File: src/rtl/alu_input_seq.sv
// alu_input_seq: turns a bouncy push button and four switches into the
// operand/opcode set for a downstream ALU. Each accepted press latches the
// switches into the next field: A, then B, then the opcode. The press
// after that clears valid and the sequence starts again.
module alu_input_seq #(
    parameter int DEBOUNCE_CYCLES = 16
) (
    input  logic       clk,
    input  logic       rst,
    input  logic [3:0] sw,
    input  logic       btn,
    output logic [3:0] A,
    output logic [3:0] B,
    output logic [2:0] op,
    output logic       valid,
    output logic [1:0] stage,
    output logic       press
);

    // The counter never holds a value above DEBOUNCE_CYCLES-1, so
    // clog2 bits are enough and the counter cannot wrap.
    localparam int CW = $clog2(DEBOUNCE_CYCLES);
    localparam logic [CW-1:0] CNT_MAX  = CW'(DEBOUNCE_CYCLES - 1);
    localparam logic [CW-1:0] CNT_ONE  = CW'(32'd1);
    localparam logic [CW-1:0] CNT_ZERO = CW'(32'd0);

    typedef enum logic [1:0] {
        S_A    = 2'd0,
        S_B    = 2'd1,
        S_OP   = 2'd2,
        S_SHOW = 2'd3
    } state_t;

    logic          sync1_r;
    logic          sync2_r;
    logic          db_level_r;
    logic          db_prev_r;
    logic [CW-1:0] cnt_r;
    logic          rise_s;

    state_t        state_r;
    state_t        state_next_s;
    logic [3:0]    a_next_s;
    logic [3:0]    b_next_s;
    logic [2:0]    op_next_s;
    logic          valid_next_s;

    // Two-flop synchronizer for the asynchronous button input.
    always_ff @(posedge clk or posedge rst) begin
        if (rst) begin
            sync1_r <= 1'b0;
            sync2_r <= 1'b0;
        end else begin
            sync1_r <= btn;
            sync2_r <= sync1_r;
        end
    end

    // Debouncer: accept a new level only after it has been seen for
    // DEBOUNCE_CYCLES consecutive samples; any return to the old level
    // restarts the count.
    always_ff @(posedge clk or posedge rst) begin
        if (rst) begin
            db_level_r <= 1'b0;
            cnt_r      <= CNT_ZERO;
        end else if (sync2_r == db_level_r) begin
            cnt_r      <= CNT_ZERO;
        end else if (cnt_r == CNT_MAX) begin
            db_level_r <= sync2_r;
            cnt_r      <= CNT_ZERO;
        end else begin
            cnt_r      <= cnt_r + CNT_ONE;
        end
    end

    // A press is a rising edge of the debounced level. Releases are ignored.
    assign rise_s = db_level_r & ~db_prev_r;

    // Registered one-cycle press pulse, one edge after the debounced rise.
    always_ff @(posedge clk or posedge rst) begin
        if (rst) begin
            db_prev_r <= 1'b0;
            press     <= 1'b0;
        end else begin
            db_prev_r <= db_level_r;
            press     <= rise_s;
        end
    end

    // Next state and next operand values. Fields change only on a press.
    always_comb begin
        state_next_s = state_r;
        a_next_s     = A;
        b_next_s     = B;
        op_next_s    = op;
        valid_next_s = valid;
        if (press) begin
            case (state_r)
                S_A: begin
                    a_next_s     = sw;
                    state_next_s = S_B;
                end
                S_B: begin
                    b_next_s     = sw;
                    state_next_s = S_OP;
                end
                S_OP: begin
                    // Only three opcode bits exist, so sw[3] is dropped.
                    op_next_s    = sw[2:0];
                    valid_next_s = 1'b1;
                    state_next_s = S_SHOW;
                end
                S_SHOW: begin
                    valid_next_s = 1'b0;
                    state_next_s = S_A;
                end
                default: begin
                    valid_next_s = 1'b0;
                    state_next_s = S_A;
                end
            endcase
        end else begin
            state_next_s = state_r;
            valid_next_s = valid;
        end
    end

    // State and latched operand registers.
    always_ff @(posedge clk or posedge rst) begin
        if (rst) begin
            state_r <= S_A;
            A       <= 4'd0;
            B       <= 4'd0;
            op      <= 3'd0;
            valid   <= 1'b0;
        end else begin
            state_r <= state_next_s;
            A       <= a_next_s;
            B       <= b_next_s;
            op      <= op_next_s;
            valid   <= valid_next_s;
        end
    end

    assign stage = state_r;

endmodule

File: config.mk
export PLATFORM = sky130hd
export DESIGN_NAME = alu_input_seq
export DESIGN_NICKNAME = d
export VERILOG_FILES = /design/src/rtl/alu_input_seq.sv
export SDC_FILE = /design/constraint.sdc
export NUM_CORES = 1
export LEC_CHECK = 0
export CAP_MARGIN = 20
export CELL_PAD_IN_SITES_DETAIL_PLACEMENT = 1
export CELL_PAD_IN_SITES_GLOBAL_PLACEMENT = 2
export CORE_AREA = 2 2 50 52
export CTS_BUF_LIST = sky130_fd_sc_hd__clkbuf_2
export DETAILED_ROUTE_END_ITERATION = 6
export DIE_AREA = 0 0 52 54
export DONT_BUFFER_PORTS = 1
export MAX_ROUTING_LAYER = met4
export PLACE_DENSITY = 0.76
export SETUP_SLACK_MARGIN = 0.05
export SYNTH_ARGS = -nofsm -noshare
export SYNTH_HDL_FRONTEND = slang
export SYNTH_SLANG_ARGS = --single-unit
export TNS_END_PERCENT = 30
File: constraint.sdc
create_clock -name clk -period 2.08 [get_ports clk]
set_input_delay 0.416 -clock clk [delete_from_list [all_inputs] [get_ports clk]]
set_output_delay 0.416 -clock clk [all_outputs]
set_load 0.05 [all_outputs]
# After elaboration in Yosys (flattened, before gate mapping)
# Index checks and enable logic that the tools add are counted.
dict set report classes {
  addsub 1
  mul 0
  div 0
  order_cmp 0
  n_eq_ne 5
  n_shift 0
  n_mux 4
  n_bitwise 3
  reduce_logical 7
}
# operator count
set op_table {}
lappend op_table {{AND reduction 2 bit} 5}
lappend op_table {{2-to-1 mux 4 bit} 2}
lappend op_table {{one-hot mux 2 bit (4 select lines)} 1}
lappend op_table {{adder 4 x 1 -> 4 bit (second input constant)} 1}
lappend op_table {{equality test 2 bit (second input constant)} 2}
lappend op_table {{equality test 4 bit (second input constant)} 1}
lappend op_table {{equality test 2 x 1 -> 1 bit (second input constant)} 1}
lappend op_table {{logical NOT 2 bit} 1}
lappend op_table {{inverter 1 bit} 2}
lappend op_table {{one-hot mux 1 bit (2 select lines)} 1}
lappend op_table {{nonzero test 2 bit} 1}
lappend op_table {{bitwise AND 1 bit} 1}
lappend op_table {{equality test 1 bit} 1}
dict set report totals {
  regBits 23
  latchBits 0
  mem_bits_rw 0
  romBits 0
  elab_cells 31
  n_memories 0
}

# Longest topological paths before layout
dict set report depth {
  word_depth 3
  mapped_depth 4
  depth_no_buf 4
}

# Least setup slack after synthesis
# Ideal clock, no wire load.
dict set report synth_path {
  path_kind {reg2reg}
  startpoint {register state_r[0], in the netlist stage[0]}
  endpoint {register op[0]}
  setup_time_ns 0.125
  arrival_ns 1.467
  required_ns 1.955
  slack_ns 0.488
  stages_incl_launch_ff 5
  n_path_buf 0
  synth_period_minus_slack_ns 1.592
  path_cell_list {dfrtp_1 -> inv_1 -> ha_1 -> nand2_4 -> mux2_4}
}
dict set report synth_between {
  elab_chain_cells 2
}
# element line
set synth_rtl {}
lappend synth_rtl {{from (decl)} 41} ;# state_t state_r;
lappend synth_rtl {{from (signal assigned)} 137} ;# state_r <= state_next_s;
lappend synth_rtl {{equality test 2 bit} 98} ;# case (state_r)
lappend synth_rtl {{AND reduction 2 bit (no line)} -}
lappend synth_rtl {{to (signal assigned)} 140} ;# op <= op_next_s;
lappend synth_rtl {{to (decl)} 14} ;# output logic [2:0] op,
# Every way passes these cells.
# A chain may end at the register's enable or synchronous reset.

# Worst setup path in the final report
dict set report layout_path {
  startpoint {register state_r[0], in the netlist stage[0]}
  endpoint {register op[2]}
}
# The elaborated chain is that of the path after synthesis.

==> impl_metrics.env <==
export IMPL_hold_path_class="input pin to register"
export IMPL_rsz0062_at_grt="false"
export IMPL_async_reset_ff_frac=1.00
export IMPL_rows=18
export IMPL_vdd_drop_max_v=0.000348
export IMPL_power_density_mw_per_mm2=707
export IMPL_design_area_sq_mm=0.00106
export IMPL_fin_worst_skew_ns=0.00209
export IMPL_pre_cts_slack_ns=0.375
export IMPL_worst_slack_ns=0.367
export IMPL_crit_arrival_ns=1.95
export IMPL_worstSetupEndpointType="register"
export IMPL_area_growth_syn_to_layout_pct=7.23
export IMPL_fp_dieH_microns=54
export IMPL_p_comb_frac=0.057
export IMPL_ys_seq_area_frac=0.584
export IMPL_totalWireLength_microns=1870
export IMPL_finalCriticalPeriod_ns=1.71
export IMPL_wl_per_cell_microns=18.3
export IMPL_antennaDiodeCount=0
export IMPL_clkPwrFrac=0.245
export IMPL_synth_top_flop_cell="dfrtp_1"
export IMPL_path_clk_slew_ns=0.21
export IMPL_path_class="register to register"
export IMPL_h_tree_depth=1
export IMPL_dpl_cell_area_sq_mm=0.00103
export IMPL_cts_resized=0
export IMPL_avgSynthCellArea_sq_um=14.9
export IMPL_ant_nets=0
export IMPL_synth_cell_types=16
export IMPL_routabilityCongestion=0.655
export IMPL_leakagePower_nw=0.545
export IMPL_cts_inserted_buffers=3
export IMPL_slew_headroom=0.633
export IMPL_yosysMostFrequentCell="dfrtp_1"
export IMPL_synth_edf_count=0
export IMPL_maxCapViolCount=0
export IMPL_die_area_sq_mm=0.00281
export IMPL_io_pins=22
export IMPL_nets=86
export IMPL_start_util=0.425
export IMPL_worstSkewPairLatency_ns=0.32
export IMPL_io_buffers=0
export IMPL_ys_warn_count=0
export IMPL_switching_power_w=0.000208
export IMPL_ys_ff_latch=23
export IMPL_syn_area_sq_um=986
export IMPL_drt_first_pass_iters=3
export IMPL_die_w_microns=52
export IMPL_overflow=0
export IMPL_tritoncts="yes"
export IMPL_rrSetupSlack_ns=0.37
export IMPL_fmax_ghz=0.584
export IMPL_yosysTopAreaCell="dfrtp_1"
export IMPL_place_hpwl_microns=1430
export IMPL_core_area_sq_mm=0.00232
export IMPL_netSwitchingFraction=0.278
export IMPL_cp_data_required_time_ns=2.32
export IMPL_drv_slew=0
export IMPL_drc=0
export IMPL_grt_pass1_wl_microns=2900
export IMPL_drive_gt1_frac=0.292
export IMPL_final_setup_tns_ns=0
export IMPL_nFillCells=248
export IMPL_grt_pass1_vias=563
export IMPL_via_per_inst=5.10
export IMPL_drtIter0Drc=4
export IMPL_final_core_util=0.456
export IMPL_setup_viol=0
export IMPL_path_max_fanout=4
export IMPL_tightest_slew_ns=0.550
export IMPL_crit_path_start_kind="register"
export IMPL_syn_inst=66
export IMPL_post_cts_buffers=0
export IMPL_synth_nets=79
export IMPL_intPower_w=0.000540
export IMPL_synth_top_area_frac=0.584
export IMPL_grt_max_degree=24
export IMPL_yosys_top_cells_count="dfrtp_1, mux2_4, ha_1"
export IMPL_cts_buffer_depth=2
export IMPL_cts_sinks=23
export IMPL_grt_total_usage=0.154
export IMPL_post_route_period_util=0.824
export IMPL_status="completed"
export IMPL_grt_antenna_before_repair=0
export IMPL_hold_buffers=1
export IMPL_cts_root_buf="clkbuf_2"
export IMPL_finalHoldViolCount=0
export IMPL_synth_area_top_cells="dfrtp_1, mux2_4, ha_1"
export IMPL_seq_power_share=0.698
export IMPL_num_vias=520
[final cells by class]
class,count,area [sq um],area share
flip-flops and latches,23,576,0.544
multi-input cells,38,384,0.363
well taps,30,37.5,0.0355
repair buffers,3,25.0,0.0237
clock buffers,4,20.0,0.0189
inverters,4,15.0,0.0142
[worst max-delay path: stages (launching register included)]
cell,delay [ns]
dfrtp_1,0.74
inv_1,0.18
ha_1,0.29
nand2_4,0.11
mux2_4,0.30
[layer usage]
metal  vias up  wire [microns]  global-route usage
met5         -               0                   -
met4         0              10              0.0526
met3         2             131              0.0528
met2        16            1030               0.283
met1       268             700               0.152
li1        234               -                   -
[sequential cells by signal, summed over array words and instances (netlist names)]
signal,count
A,4
sync2_r,1
db_prev_r,1
press,1
B,4
cnt_r,4
op,3
db_level_r,1
stage,2
sync1_r,1
valid,1
[cell usage in the layout, fill, tap and decap left out, types with 3 or more instances in the layout]
cell type	count
dfrtp_1	23
nand2_4	3
o21ai_0	4
a21oi_1	4
ha_1	6
inv_1	4
clkbuf_2	4
mux2_4	11
[stage by stage]
step	hold slack, ns	std cells	power, W
floorplan	0.331	66	0.000559
global placement	0.337	97	0.000568
detailed placement	0.337	97	0.000573
CTS	0.0719	102	0.000752
global route	0.0418	102	0.000779
finish	0.0867	102	0.000747
[cells by family after synthesis]
| logic type | share of synthesized area |
|---|---|
| flops | 0.584 |
| buf+inv | 0.0266 |
| compound gates | 0.0406 |
| mux | 0.179 |
| fa+ha+maj | 0.0761 |
| xor+xnor | 0.0178 |
| simple gates | 0.0761 |
[power by group through the flow]
stage / registers [W] / clock network (W) / logic [W]
finish: 0.000521 / 0.000183 / 0.0000429
global route: 0.000525 / 0.000206 / 0.0000487
CTS: 0.000522 / 0.000185 / 0.0000444
detailed placement: 0.000531 / 0 / 0.0000421
global placement: 0.000528 / 0 / 0.0000405
floorplan: 0.000525 / 0 / 0.0000342
[path summary, 6_finish.rpt]
check	startpoint	endpoint	cells past startpoint
max in group asynchronous	rst	B[2]	3
min reg2reg	sync1_r	sync2_r	0
min	btn	sync1_r	0
max reg2reg	stage[0]	op[2]	4
min in group asynchronous	rst	cnt_r[3]	3
max	stage[0]	op[2]	4
No activity file was read; power rests on OpenSTA's default activity.
